## src/rtl/fll_cfg_master.sv

```systemverilog
// FLL config initiator: turns single-beat commands into the 4-phase req/ack handshake, synchronizes lock.
// Optional build macro FLL_CFG_MST_LOCK_WAIT_EN adds a LOCK_WAIT state after writes to the config register.
module fll_cfg_master #(
    parameter int unsigned TIMEOUT_CYCLES = 255,
    parameter int unsigned LOCK_CNT_W     = 8
) (
    input  logic                  fll_cfg_clk,
    input  logic                  rstn_glob_i,
    input  logic                  cmd_valid_i,
    output logic                  cmd_ready_o,
    input  logic                  cmd_wrn_i,
    input  logic [1:0]            cmd_add_i,
    input  logic [31:0]           cmd_data_i,
    output logic                  rsp_valid_o,
    input  logic                  rsp_ready_i,
    output logic [31:0]           rsp_rdata_o,
    output logic                  rsp_err_o,
    output logic                  fll_req_o,
    output logic                  fll_wrn_o,
    output logic [1:0]            fll_add_o,
    output logic [31:0]           fll_data_o,
    input  logic                  fll_ack_i,
    input  logic [31:0]           fll_r_data_i,
    input  logic                  fll_lock_i,
    output logic                  lock_o,
    output logic [LOCK_CNT_W-1:0] lock_lost_cnt_o,
    input  logic                  lock_cnt_clr_i
);

    localparam int unsigned ADD_W  = 2;
    localparam int unsigned DATA_W = 32;
    localparam int unsigned TMR_W  = $clog2(TIMEOUT_CYCLES + 1);
    localparam logic [TMR_W-1:0] TMR_LAST = TMR_W'(TIMEOUT_CYCLES - 1);
`ifdef FLL_CFG_MST_LOCK_WAIT_EN
    localparam logic [ADD_W-1:0] CFG_ADD = ADD_W'(1);
`endif

    typedef enum logic [2:0] {
        S_IDLE      = 3'd0,
        S_REQ       = 3'd1,
        S_ACK_LOW   = 3'd2,
        S_RESP      = 3'd3
`ifdef FLL_CFG_MST_LOCK_WAIT_EN
        , S_LOCK_WAIT = 3'd4
`endif
    } state_e;

    state_e              r_state;
    state_e              w_state_nxt;
    logic [TMR_W-1:0]    r_timer;
    logic [TMR_W-1:0]    w_timer_nxt;
    logic                r_cmd_ready;
    logic                w_cmd_ready_nxt;
    logic                r_rsp_valid;
    logic                w_rsp_valid_nxt;
    logic                r_rsp_err;
    logic                w_rsp_err_nxt;
    logic [DATA_W-1:0]   r_rsp_rdata;
    logic [DATA_W-1:0]   w_rsp_rdata_nxt;
    logic                r_fll_req;
    logic                w_fll_req_nxt;
    logic                r_fll_wrn;
    logic                w_fll_wrn_nxt;
    logic [ADD_W-1:0]    r_fll_add;
    logic [ADD_W-1:0]    w_fll_add_nxt;
    logic [DATA_W-1:0]   r_fll_data;
    logic [DATA_W-1:0]   w_fll_data_nxt;

    logic                r_lock_meta;
    logic                r_lock_sync;
    logic [LOCK_CNT_W-1:0] r_lock_cnt;

    logic                w_accept;
    logic                w_timeout;
    logic                w_waiting;
    logic                w_lock_fall;
    logic                w_lock_wait_go;

    // r_cmd_ready is only ever high in IDLE, so it doubles as the accept qualifier
    assign w_accept  = cmd_valid_i & r_cmd_ready;
    assign w_timeout = (r_timer == TMR_LAST);
    assign w_waiting = (r_state != S_IDLE) && (r_state != S_RESP);

`ifdef FLL_CFG_MST_LOCK_WAIT_EN
    assign w_lock_wait_go = !fll_ack_i && !r_rsp_err && !r_fll_wrn && (r_fll_add == CFG_ADD);
`else
    assign w_lock_wait_go = 1'b0;
`endif

    // State and FSM-owned output registers
    always_ff @(posedge fll_cfg_clk or negedge rstn_glob_i) begin
        if (!rstn_glob_i) begin
            r_state     <= S_IDLE;
            r_timer     <= '0;
            r_cmd_ready <= 1'b0;
            r_rsp_valid <= 1'b0;
            r_rsp_err   <= 1'b0;
            r_rsp_rdata <= '0;
            r_fll_req   <= 1'b0;
            r_fll_wrn   <= 1'b0;
            r_fll_add   <= '0;
            r_fll_data  <= '0;
        end else begin
            r_state     <= w_state_nxt;
            r_timer     <= w_timer_nxt;
            r_cmd_ready <= w_cmd_ready_nxt;
            r_rsp_valid <= w_rsp_valid_nxt;
            r_rsp_err   <= w_rsp_err_nxt;
            r_rsp_rdata <= w_rsp_rdata_nxt;
            r_fll_req   <= w_fll_req_nxt;
            r_fll_wrn   <= w_fll_wrn_nxt;
            r_fll_add   <= w_fll_add_nxt;
            r_fll_data  <= w_fll_data_nxt;
        end
    end

    // Next-state logic
    always_comb begin
        w_state_nxt = r_state;
        case (r_state)
            S_IDLE: begin
                if (w_accept) begin
                    w_state_nxt = S_REQ;
                end
            end
            S_REQ: begin
                if (fll_ack_i || w_timeout) begin
                    w_state_nxt = S_ACK_LOW;
                end
            end
            S_ACK_LOW: begin
                if (!fll_ack_i || w_timeout) begin
`ifdef FLL_CFG_MST_LOCK_WAIT_EN
                    w_state_nxt = w_lock_wait_go ? S_LOCK_WAIT : S_RESP;
`else
                    w_state_nxt = S_RESP;
`endif
                end
            end
`ifdef FLL_CFG_MST_LOCK_WAIT_EN
            S_LOCK_WAIT: begin
                if (r_lock_sync || w_timeout) begin
                    w_state_nxt = S_RESP;
                end
            end
`endif
            S_RESP: begin
                if (rsp_ready_i) begin
                    w_state_nxt = S_IDLE;
                end
            end
            default: w_state_nxt = S_IDLE;
        endcase
    end

    // Next values of registered outputs and the wait timer
    always_comb begin
        w_cmd_ready_nxt = (w_state_nxt == S_IDLE);
        w_rsp_valid_nxt = (w_state_nxt == S_RESP);
        w_rsp_err_nxt   = r_rsp_err;
        w_rsp_rdata_nxt = r_rsp_rdata;
        w_fll_req_nxt   = r_fll_req;
        w_fll_wrn_nxt   = r_fll_wrn;
        w_fll_add_nxt   = r_fll_add;
        w_fll_data_nxt  = r_fll_data;
        w_timer_nxt     = '0;

        // Timer runs only while parked in a wait state and saturates at the timeout value
        if (w_waiting && (w_state_nxt == r_state)) begin
            w_timer_nxt = w_timeout ? r_timer : r_timer + TMR_W'(1);
        end

        case (r_state)
            S_IDLE: begin
                if (w_accept) begin
                    w_fll_req_nxt   = 1'b1;
                    w_fll_wrn_nxt   = cmd_wrn_i;
                    w_fll_add_nxt   = cmd_add_i;
                    w_fll_data_nxt  = cmd_data_i;
                    w_rsp_rdata_nxt = '0;
                    w_rsp_err_nxt   = 1'b0;
                end
            end
            S_REQ: begin
                if (fll_ack_i) begin
                    w_fll_req_nxt = 1'b0;
                    if (r_fll_wrn) begin
                        w_rsp_rdata_nxt = fll_r_data_i;
                    end
                end else if (w_timeout) begin
                    w_fll_req_nxt   = 1'b0;
                    w_rsp_err_nxt   = 1'b1;
                    w_rsp_rdata_nxt = '0;
                end
            end
            S_ACK_LOW: begin
                if (fll_ack_i && w_timeout) begin
                    w_rsp_err_nxt   = 1'b1;
                    w_rsp_rdata_nxt = '0;
                end
            end
`ifdef FLL_CFG_MST_LOCK_WAIT_EN
            S_LOCK_WAIT: begin
                if (!r_lock_sync && w_timeout) begin
                    w_rsp_err_nxt   = 1'b1;
                    w_rsp_rdata_nxt = '0;
                end
            end
`endif
            S_RESP: begin
                if (rsp_ready_i) begin
                    w_rsp_err_nxt = 1'b0;
                end
            end
            default: begin
                w_fll_req_nxt = 1'b0;
            end
        endcase
    end

    // Lock synchronizer and saturating lock-loss counter, independent of the FSM
    assign w_lock_fall = r_lock_sync & ~r_lock_meta;

    always_ff @(posedge fll_cfg_clk or negedge rstn_glob_i) begin
        if (!rstn_glob_i) begin
            r_lock_meta <= 1'b0;
            r_lock_sync <= 1'b0;
            r_lock_cnt  <= '0;
        end else begin
            r_lock_meta <= fll_lock_i;
            r_lock_sync <= r_lock_meta;
            if (lock_cnt_clr_i) begin
                r_lock_cnt <= '0;
            end else if (w_lock_fall && (r_lock_cnt != '1)) begin
                r_lock_cnt <= r_lock_cnt + LOCK_CNT_W'(1);
            end
        end
    end

    assign cmd_ready_o     = r_cmd_ready;
    assign rsp_valid_o     = r_rsp_valid;
    assign rsp_err_o       = r_rsp_err;
    assign rsp_rdata_o     = r_rsp_rdata;
    assign fll_req_o       = r_fll_req;
    assign fll_wrn_o       = r_fll_wrn;
    assign fll_add_o       = r_fll_add;
    assign fll_data_o      = r_fll_data;
    assign lock_o          = r_lock_sync;
    assign lock_lost_cnt_o = r_lock_cnt;

endmodule
```

## config.mk

```make
export PLATFORM = sky130hd
export DESIGN_NAME = fll_cfg_master
export DESIGN_NICKNAME = d
export VERILOG_FILES = /design/src/rtl/fll_cfg_master.sv
export SDC_FILE = /design/constraint.sdc
export NUM_CORES = 1
export LEC_CHECK = 0
export ABC_AREA = 1
export CORE_UTILIZATION = 30
export CTS_CLUSTER_DIAMETER = 120
export DETAILED_ROUTE_END_ITERATION = 10
export PLACE_DENSITY_LB_ADDON = 0.08
export RECOVER_POWER = 50
export SLEW_MARGIN = 20
export SYNTH_ARGS = -nofsm -noshare
export SYNTH_HDL_FRONTEND = slang
export SYNTH_SLANG_ARGS = --single-unit
```

## constraint.sdc

```tcl
create_clock -name fll_cfg_clk -period 2.17 [get_ports fll_cfg_clk]
set_clock_uncertainty 0.05 [all_clocks]
set_input_delay 0.434 -clock fll_cfg_clk [delete_from_list [all_inputs] [get_ports fll_cfg_clk]]
set_output_delay 0.434 -clock fll_cfg_clk [all_outputs]
set_load 0.02 [all_outputs]
```

==> results of run 1 <==
==> critical path: cells and delay by family (launching register included) <==
family / cells / cell delay, ns
adders and majority gates: 1 / 0.15
buffers and inverters: 2 / 0.12
DFF: 1 / 0.39
and+or+nand+nor: 8 / 1.10
==> registers in the layout, summed over array words and instances, names as in the netlist <==
| signal | count |
|---|---|
| fll_data_o | 32 |
| r_lock_meta | 1 |
| rsp_rdata_o | 32 |
| rsp_err_o | 1 |
| fll_wrn_o | 1 |
| r_timer | 8 |
| rsp_valid_o | 1 |
| r_state | 3 |
| fll_add_o | 2 |
| lock_lost_cnt_o | 8 |
| lock_o | 1 |
| cmd_ready_o | 1 |
| fll_req_o | 1 |
==> cells by family after synthesis <==
group,after synthesis
compound gates,16
xor+xnor,8
fa+ha+maj,3
buf+inv,43
flops,92
other cells,1
simple gates,352
==> final cells by class <==
type | count | area share, %
repair buffers | 165 | 26.4
flip-flops and latches | 92 | 37.1
inverters | 21 | 1.27
well taps | 176 | 3.55
clock buffers | 9 | 3.63
multi-input cells | 380 | 26.8
clock inverters | 7 | 1.23
==> cells in the final DEF, fill, tap and decap left out, drive strengths merged <==
master,count
nor2,57
nand3,45
bufinv,1
xnor2,3
inv,22
or2,1
conb,1
nand2,243
a31o,1
o21ai,9
buf,8
nand3b,1
clkdlybuf4s50,151
o211ai,1
clkinvlp,5
dlygate4sd3,2
a21oi,2
clkbuf,13
a31oi,1
ha,3
nand4,5
dfrtp,92
o21bai,2
xor2,5
==> layer usage <==
metal / up-vias / share of wire, % / wire (um)
li1: 1903 / - / -
met1: 1706 / 45 / 5010
met2: 119 / 44 / 4860
met3: 7 / 10 / 1140
met4: 0 / 0.87 / 97
met5: - / 0 / 0
==> report_power, final <==
| group | switching, mW | internal [mW] |
|---|---|---|
| clock network | 0.701 | 0.896 |
| registers | 0.236 | 2.13 |
| logic | 1.31 | 1.07 |
==> through the flow <==
step / hold slack (ns) / power (mW) / cell area [um^2]
floorplan: 0.0884 / 3.60 / 4180
global placement: 0.316 / 4.78 / 5920
detailed placement: 0.323 / 4.79 / 5920
CTS: 0.347 / 6.45 / 6230
global route: 0.357 / 6.74 / 6200
finish: 0.343 / 6.34 / 6200
==> worst paths after layout <==
check                                 start               to  slack, ns
worst max register to register   r_timer[0]  rsp_rdata_o[27]       0.23
worst max-delay path             r_timer[0]  rsp_rdata_o[27]       0.23
min in group asynchronous       rstn_glob_i  rsp_rdata_o[31]       0.65
worst min-delay path            r_lock_meta           lock_o       0.34
worst min register to register  r_lock_meta           lock_o       0.34
max in group asynchronous       rstn_glob_i   fll_data_o[20]       0.35
==> what timing repair did <==
item	CTS	global route
hold buffers	1	0
hold endpoints to repair	24	0
endpoints found under the setup margin	0	4
gates resized for setup	0	1
==> summary.txt, run 1 <==
Run status
  – Outcome: complete, no violations

Logic synthesis
  – Syn_nets: 592
  – Main combinational cell family by area after synthesis: simple AND/OR/NAND/NOR gates
  – Synth top area share: 55.1%
  – Gate Count Post-Synth: 515
  – Cell Area, Synth: 0.00418 mm^2
  – Area leader, netlist: dfrtp_1
  – Main synth FF type: dfrtp_1
  – Count leader, synth: nand2_1
  – Synth Area in Compound Gates: 2.63%
  – Synth cell types: 29
  – Post-synthesis xor/xnor area fraction: 1.68%
  – Simple-gate share of the synthesized area: 34.6%
  – Avg Inst Size Synth: 8.12 um^2
  – EDFF count, synth: 0
  – Adder and majority gate portion of the synthesized area: 0.898%
  – Number of synthesized register bits: 92
  – Post-synthesis mux area share: 0%
  – Largest cells by area after synthesis: dfrtp_1 (55%), nand2_1 (21%), nand3_1 (5.1%)
  – Synth async-reset ratio: 100%
  – Register area share after synthesis: 55.1%
  – Most instantiated cells after synthesis: nand2_1 (237), dfrtp_1 (92), nor2_1 (53)
  – Ys Warns: 0

Final layout
  – FF+latch area: 0.00230 mm^2
  – Core Util, Final: 46.3%
  – Non-Filler Instances: 850
  – Ratio of cells with drive above 1 in the final layout: 6.68%
  – Antenna fix cells: 0
  – Filler cell count: 1339
  – Area of the multi-input gates: 0.00166 mm^2
  – Nets: 746
  – Area growth, synth to finish: 48.4%

Clock network
  – Root buf cell: clkbuf_16
  – Clock slew at reported path FFs: 0.07 ns
  – TritonCTS clock tree: done
  – CTS Buffer Depth: 2
  – Post-CTS Setup Inserts: 0
  – H-tree levels: 3
  – Clk sink count: 92
  – Clk_lat worst skew: 0.35 ns
  – Total CTS buffers: 9

GRT
  – Met1 global-route usage: 20.6%
  – GR Overflow Total: 0
  – GRT Overall Usage: 16.2%
  – Vias in the first global route: 3771
  – GRT met3 Usage: 7.94%
  – First-pass GRT wire length: 18.3 mm
  – Initial antenna violation count: 0
  – Pin count of the biggest net entering global routing: 38
  – GRT Max-Usage Layer: met2
  – Grt met2 use: 24.7%

Setup path
  – Startpoint Class: register
  – Crit path DAT: 2.12 ns
  – Critical path required time: 2.36 ns
  – Critical path peak fanout: 32
  – CP max-delay cell: dfrtp_1
  – Worst path max stage delay: 0.39 ns
  – Critical Path End Type: register
  – CP Class: reg2reg
  – Reg2reg path depth: 11
  – Cells along the critical path: inv_1, ha_1, inv_1, nor2_1, nand2_2, nand2_1, nand2_1, nand2_4, nand2_8, nand2_1, nand2_1
  – Most frequent CP cell: nand2_1

Timing
  – RSZ-0062 raised after global routing: no
  – Final hold viol count: 0
  – Period minus WS final: 1.94 ns
  – Slew Limit Headroom: 50.5%
  – Max-slew violations: 0
  – Setup violators final: 0
  – Fmax: 517 MHz
  – Setup TNS: 0 ns
  – Final worst setup slack: 0.235 ns
  – Worst Tran Pin Value: 0.743 ns
  – Period utilisation layout: 89.2%

Detailed routing
  – Post-route antenna net violation count: 0
  – Via-per-instance ratio: 4.39
  – First-iteration detailed-routing DRC count: 188
  – Total vias in the final route: 3735
  – DRC Markers: 0
  – First drt pass iteration count: 4
  – WL final: 11.1 mm
  – DR WL/cell: 13.1 um

Floorplanning
  – Standard-cell row count: 42
  – Die area: 0.0144 mm^2
  – Die H: 120 um
  – Core box area: 0.0134 mm^2
  – Die span in x: 120 um
  – Top Ports: 154
  – Initial core utilization: 31.2%

Place
  – GP Congestion: 0.759
  – Placement Setup Slack: 0.0449 ns
  – Hpwl dp: 7.82 mm
  – Port Buffer Count: 153
  – Dpl cells: 833

Power
  – Worst vdd ir: 710 uV
  – Leakage: 2.99 nW
  – Power Dens Cells: 1020 mW/mm^2

Job
  – Max_cap viols: 0

Hold path
  – Hold Crit Class: reg2reg
  – Worst Hold Depth: 0
No activity file was read; power rests on OpenSTA's default activity.
==> inputs of run 2 (changes only) <==
--- a/config.mk
+++ b/config.mk
@@ -9,7 +9,6 @@
 export CORE_UTILIZATION = 30
 export CTS_CLUSTER_DIAMETER = 120
 export DETAILED_ROUTE_END_ITERATION = 10
-export PLACE_DENSITY_LB_ADDON = 0.08
 export RECOVER_POWER = 50
 export SLEW_MARGIN = 20
 export SYNTH_ARGS = -nofsm -noshare
==> summary.txt, run 2 (same netlist as run 1, synthesis figures left out) <==
Place
  – Port Buffer Count: 153 (unchanged)
  – GP Congestion: 0.758 (was 0.759)
  – Hpwl dp: 7.89 mm (was 7.82 mm)

Floorplanning
  – Initial core utilization: 31.2% (unchanged)
  – Core box area: 0.0134 mm^2 (unchanged)
  – Die span in x: 120 um (unchanged)
  – Die area: 0.0144 mm^2 (unchanged)
  – Standard-cell row count: 42 (unchanged)
  – Top Ports: 154 (unchanged)
  – Die H: 120 um (unchanged)

Setup path
  – Crit path DAT: 1.44 ns (was 2.12 ns)
  – Critical Path Stages: 1 (was 11)
  – Critical Path End Type: output port (was register)
  – Startpoint Class: register (unchanged)
  – CP Class: reg2out (was reg2reg)
  – Cells along the critical path: clkdlybuf4s50_1 (was inv_1, ha_1, inv_1, nor2_1, nand2_2, nand2_1, nand2_1, nand2_4, nand2_8, nand2_1, nand2_1)
  – CP Launch Point: lock_lost_cnt_o[3] (was r_timer[0])
  – Reg2reg path depth: 11 (unchanged)
  – FF-to-FF Start: r_timer[0] (unchanged)
  – Largest delay contributor family on the critical path: buffers and inverters (was simple AND/OR/NAND/NOR gates)
  – Worst path max stage delay: 0.65 ns (was 0.39 ns)
  – Critical path required time: 1.69 ns (was 2.36 ns)
  – Critical path peak fanout: 6 (was 32)
  – Buf+Inv Stages, Crit Path: 1 (was 2)
  – CP max-delay cell: clkdlybuf4s50_1 (was dfrtp_1)

Timing
  – Period minus WS final: 1.92 ns (was 1.94 ns)
  – Final hold viol count: 0 (unchanged)
  – RSZ-0062 raised after global routing: no (unchanged)
  – Period utilisation layout: 88.7% (was 89.2%)
  – Slew Limit Headroom: 51.2% (was 50.5%)
  – Max-slew violations: 0 (unchanged)
  – Setup TNS: 0 ns (unchanged)
  – Worst Tran Pin Value: 0.732 ns (was 0.743 ns)
  – Setup violators final: 0 (unchanged)
  – Fmax: 520 MHz (was 517 MHz)

Final layout
  – Antenna fix cells: 0 (unchanged)
  – Highest-count cells in the layout ignoring fill and taps: nand2_1 (238), clkdlybuf4s50_1 (151), dfrtp_1 (92) (unchanged)
  – Filler cell count: 1330 (was 1339)
  – Most common cell after layout, fill and taps aside: nand2_1 (unchanged)
  – Core Util, Final: 46.1% (was 46.3%)
  – Nets: 743 (was 746)
  – Area growth, synth to finish: 47.6% (was 48.4%)
  – Ratio of cells with drive above 1 in the final layout: 6.11% (was 6.68%)

Clock network
  – Clock slew at reported path FFs: 0.07 ns (about the same)
  – Total CTS buffers: 9 (unchanged)
  – CTS Buffer Depth: 2 (unchanged)
  – Clk_lat worst skew: 0.35 ns (about the same)
  – Post-CTS Setup Inserts: 0 (unchanged)
  – TritonCTS clock tree: done (unchanged)
  – H-tree levels: 3 (unchanged)
  – Root buf cell: clkbuf_16 (unchanged)
  – Clk sink count: 92 (unchanged)

GRT
  – First-pass GRT wire length: 18.1 mm (was 18.3 mm)
  – Vias in the first global route: 3713 (was 3771)
  – Pin count of the biggest net entering global routing: 38 (unchanged)
  – Initial antenna violation count: 0 (unchanged)
  – GR Overflow Total: 0 (unchanged)
  – GRT Overall Usage: 16.1% (was 16.2%)

Detailed routing
  – Via-per-instance ratio: 4.47 (was 4.39)
  – Total vias in the final route: 3786 (was 3735)
  – First drt pass iteration count: 4 (unchanged)
  – First-iteration detailed-routing DRC count: 225 (was 188)
  – DR WL/cell: 13.0 um (was 13.1 um)
  – WL final: 11.0 mm (was 11.1 mm)
  – Post-route antenna net violation count: 0 (unchanged)
  – DRC Markers: 0 (unchanged)

Hold path
  – Hold Startpoint: r_lock_meta (unchanged)
  – Hold Crit Class: reg2reg (unchanged)
  – Worst Hold Depth: 0 (unchanged)

Power
  – Sequential share of power: 37.5% (was 37.3%)
  – Switching part of the total: 35.0% (was 35.4%)
  – P_sw: 2.21 mW (was 2.24 mW)
  – Worst vdd ir: 755 uV (was 710 uV)
  – Internal power: 4.11 mW (was 4.09 mW)
  – Clk network pwr share: 25.0% (was 25.2%)
  – Power Dens Cells: 1020 mW/mm^2 (about the same)
  – Gate power share: 37.6% (was 37.5%)
  – Leakage: 2.98 nW (was 2.99 nW)

Job
  – Max_cap viols: 0 (unchanged)

Run status
  – Outcome: complete, no violations (unchanged)
[run 2: changes by cell type in the layout (fill, tap and decap cells not counted), moves of 2 or more]
cell,delta
clkinvlp_4,-5
clkbuf_1,+2
clkinv_2,+2
buf_4,-4
[run 2: layout make-up]
cell class,count,area [um^2],share of cell area (%)
Inverter,21,78.8,1.28
Tap cell,176,220,3.57
Sequential cell,92,2300,37.3
Multi-Input combinational cell,380,1660,26.9
Timing Repair Buffer,162,1610,26.2
Clock inverter,4,48.8,0.791
Clock buffer,12,246,3.99
[run 2: stage by stage]
step / cell area (um^2) / power, mW / hold WS (ns) / std cells / worst slack [ns]
4_1_cts: 6210 / 6.43 / 0.337 / 847 / 0.225
6_report: 6170 / 6.32 / 0.333 / 847 / 0.246
3_3_place_gp: 5910 / 4.76 / 0.316 / 830 / 0.161
2_1_floorplan: 4180 / 3.60 / 0.0884 / 515 / 0.560
3_5_place_dp: 5910 / 4.80 / 0.321 / 830 / 0.0999
5_1_grt: 6170 / 6.69 / 0.355 / 847 / 0.0727
[run 2: path summary, 6_finish.rpt]
path | to | slack, ns
max | lock_lost_cnt_o[3] | 0.25
min | lock_o | 0.33
max reg2reg | rsp_rdata_o[7] | 0.32
min reg2reg | lock_o | 0.33
max in group asynchronous | fll_data_o[26] | 0.37
min in group asynchronous | rsp_rdata_o[2] | 0.63
[run 2: power by group through the flow]
stage / Combinational (mW) / Sequential, mW / Clock (mW)
2_1_floorplan: 0.744 / 2.86 / 0
3_3_place_gp: 2.38 / 2.38 / 0
3_5_place_dp: 2.42 / 2.38 / 0
4_1_cts: 2.43 / 2.37 / 1.63
5_1_grt: 2.57 / 2.42 / 1.70
6_report: 2.37 / 2.37 / 1.58
[run 2: per-layer routing]
layer | up-vias | share of wire (%) | track usage (%)
met5 | - | 0 | 0
met4 | 0 | 0.74 | 4.30
met3 | 7 | 8.7 | 7.32
met2 | 123 | 47 | 25.5
met1 | 1761 | 44 | 19.6
li1 | 1895 | - | -
[run 2: what timing repair did]
| item | 4_1_cts | 5_1_grt |
|---|---|---|
| endpoints found under the hold margin | 26 | 0 |
| hold buffers | 1 | 0 |
| gates resized for setup | 0 | 0 |
==> inputs of run 3 (changes only) <==
--- a/config.mk
+++ b/config.mk
@@ -7,10 +7,11 @@
 export LEC_CHECK = 0
 export ABC_AREA = 1
 export CORE_UTILIZATION = 30
+export CTS_BUF_LIST = sky130_fd_sc_hd__clkbuf_2 sky130_fd_sc_hd__clkbuf_4 sky130_fd_sc_hd__clkbuf_8
 export CTS_CLUSTER_DIAMETER = 120
 export DETAILED_ROUTE_END_ITERATION = 10
 export RECOVER_POWER = 50
-export SLEW_MARGIN = 20
+export SLEW_MARGIN = 25
 export SYNTH_ARGS = -nofsm -noshare
 export SYNTH_HDL_FRONTEND = slang
 export SYNTH_SLANG_ARGS = --single-unit
==> constraint.sdc (replaced) <==
create_clock -name fll_cfg_clk -period 1.65 [get_ports fll_cfg_clk]
set_clock_uncertainty 0.05 [all_clocks]
set_input_delay 0.33 -clock fll_cfg_clk [delete_from_list [all_inputs] [get_ports fll_cfg_clk]]
set_output_delay 0.33 -clock fll_cfg_clk [all_outputs]
set_load 0.02 [all_outputs]
==> summary.txt, run 3 (same netlist as run 1, synthesis figures left out) <==
Setup path
  – Worst path max stage delay: 0.38 ns (was 0.65 ns)
  – Startpoint Class: register (unchanged)
  – Critical path peak fanout: 8 (was 6)
  – Critical path required time: 1.86 ns (was 1.69 ns)
  – Critical Path Stages: 11 (was 1)
  – CP max-delay cell: dfrtp_1 (was clkdlybuf4s50_1)
  – Critical Path End Type: register (was output port)
  – Worst setup endpoint: rsp_rdata_o[6] (was lock_lost_cnt_o[3])
  – CP Class: reg2reg (was reg2out)
  – Crit path DAT: 1.85 ns (was 1.44 ns)
  – Largest delay contributor family on the critical path: simple AND/OR/NAND/NOR gates (was buffers and inverters)
  – Terminus of the critical flop-to-flop path: rsp_rdata_o[6] (was rsp_rdata_o[7])
  – Reg2reg path depth: 11 (unchanged)
  – FF-to-FF Start: r_state[1] (was r_timer[0])
  – Register-to-register setup slack: 0.008 ns (was 0.32 ns)
  – CP Launch Point: r_state[1] (was lock_lost_cnt_o[3])
  – Cells along the critical path: inv_2, nand2_1, nor2_4, nand3_1, nand2_1, a21oi_4, buf_12, buf_12, buf_16, nand3_1, nand2_1 (was clkdlybuf4s50_1)
  – Most frequent CP cell: nand2_1
  – Buf+Inv Stages, Crit Path: 4 (was 1)

Power
  – Overall power: 8.27 mW (was 6.32 mW)
  – Worst vdd ir: 946 uV (was 755 uV)
  – Leakage: 3.54 nW (was 2.98 nW)
  – Power Dens Cells: 1230 mW/mm^2 (was 1020 mW/mm^2)

Place
  – Hpwl dp: 7.60 mm (was 7.89 mm)
  – Port Buffer Count: 153 (unchanged)
  – Dpl cells: 847 (was 830)
  – GP Congestion: 0.742 (was 0.758)
  – DP Area: 0.00605 mm^2 (was 0.00591 mm^2)

Final layout
  – Most common cell after layout, fill and taps aside: nand2_1 (unchanged)
  – Ratio of cells with drive above 1 in the final layout: 18.3% (was 6.11%)
  – Non-Filler Instances: 891 (was 847)
  – Area growth, synth to finish: 60.9% (was 47.6%)
  – Antenna fix cells: 0 (unchanged)
  – Post-route cell area: 0.00673 mm^2 (was 0.00617 mm^2)
  – Nets: 787 (was 743)
  – Highest-count cells in the layout ignoring fill and taps: nand2_1 (214), dfrtp_1 (91), dlygate4sd2_1 (79) (was nand2_1 (238), clkdlybuf4s50_1 (151), dfrtp_1 (92))

Timing
  – Fmax: 609 MHz
  – RSZ-0062 raised after global routing: yes (was no)
  – Max-slew violations: 0 (unchanged)
  – Worst Tran Pin Value: 0.844 ns (was 0.732 ns)
  – Setup violators final: 0 (unchanged)
  – Final hold viol count: 0 (unchanged)
  – Period utilisation layout: 99.5%
  – Setup TNS: 0 ns (unchanged)
  – Slew Limit Headroom: 43.7% (was 51.2%)
  – Period minus WS final: 1.64 ns

GRT
  – Initial antenna violation count: 0 (unchanged)
  – Vias in the first global route: 3914 (was 3713)
  – Pin count of the biggest net entering global routing: 93 (was 38)
  – GRT Overall Usage: 17.5% (was 16.1%)
  – First-pass GRT wire length: 19.7 mm (was 18.1 mm)
  – GR Overflow Total: 0 (unchanged)

Floorplanning
  – Core box area: 0.0134 mm^2 (unchanged)
  – Die area: 0.0144 mm^2 (unchanged)
  – Initial core utilization: 31.2% (unchanged)
  – Top Ports: 154 (unchanged)
  – Standard-cell row count: 42 (unchanged)
  – Die span in x: 120 um (unchanged)
  – Die H: 120 um (unchanged)

Job
  – Max_cap viols: 0 (unchanged)

Run status
  – Outcome: complete, no violations (unchanged)

Detailed routing
  – DRC Markers: 0 (unchanged)
  – Post-route antenna net violation count: 0 (unchanged)
  – First drt pass iteration count: 5 (was 4)
  – WL final: 12.2 mm (was 11.0 mm)
  – First-iteration detailed-routing DRC count: 249 (was 225)
  – Via-per-instance ratio: 4.53 (was 4.47)
  – Total vias in the final route: 4040 (was 3786)
  – DR WL/cell: 13.7 um (was 13.0 um)

Clock network
  – Clk sink count: 92 (unchanged)
  – TritonCTS clock tree: done (unchanged)
  – Total CTS buffers: 9 (unchanged)
  – CTS Buffer Depth: 2 (unchanged)
  – Clock slew at reported path FFs: 0.09 ns (was 0.07 ns)
  – H-tree levels: 3 (unchanged)
  – Root buf cell: clkbuf_8 (was clkbuf_16)
  – Clk_lat worst skew: 0.37 ns (was 0.35 ns)

Hold path
  – Hold Crit Class: reg2reg (unchanged)
run 3: cell types whose count changed in the layout (fill, tap and decap cells not counted), moves of 9 or more:
cell             before  now
buf_4                 2   28
nand2_1             238  214
nand3_1              44   35
clkbuf_8              1   13
dlygate4sd2_1         0   79
clkbuf_16             9    0
clkdlybuf4s50_1     151   71
nand2_2               3   25
run 3: worst min-delay path by stage:
| stage | startpoint | to | slack (ns) | depth (start not counted) |
|---|---|---|---|---|
| after floorplan | rstn_glob_i | cmd_ready_o | -0.02 | 0 |
| after global placement | r_lock_meta | lock_o | 0.32 | 0 |
| after detailed placement | r_lock_meta | lock_o | 0.33 | 0 |
| after CTS | r_lock_meta | lock_o | 0.35 | 0 |
| after global routing | r_lock_meta | lock_o | 0.37 | 0 |
| final | r_lock_meta | lock_o | 0.34 | 0 |
run 3: timing repair:
item / CTS / global route
buffers inserted: 15 / 6
gates resized for setup: 107 / 44
hold buffers: 1 / 0
cloned: 7 / 0
pin swaps: 14 / 9
endpoints found under the hold margin: 92 / 0
endpoints found under the setup margin: 120 / 45
run 3: per-layer routing:
metal	global-route usage (%)	part of all wire, %
met5	0	0
met4	3.91	1.4
met3	6.13	7.1
met2	28.9	48
met1	21.9	44
run 3: area by class of cell:
| type | instances | area, um^2 |
|---|---|---|
| repair buffers | 203 | 2000 |
| clock inverters | 3 | 42.5 |
| fillers | 1308 | 6670 |
| flip-flops and latches | 92 | 2300 |
| inverters | 21 | 78.8 |
| clock buffers | 13 | 179 |
| well taps | 176 | 220 |
| multi-input cells | 383 | 1910 |
run 3: power by group:
group          internal [mW]  leakage [nW]  switching, mW
registers               2.79          1.21          0.292
logic                   1.50          2.22           2.02
clock network          0.864         0.112          0.798
run 3: through the flow:
step | util [%] | hold WS (ns) | worst slack, ns
3_3_place_gp | 45.1 | 0.316 | -0.221
3_5_place_dp | 45.1 | 0.333 | -0.294
4_1_cts | 49.1 | 0.352 | 0.00515
6_report | 50.2 | 0.341 | 0.00836
2_1_floorplan | - | -0.0156 | 0.0396
5_1_grt | 50.2 | 0.368 | -0.104
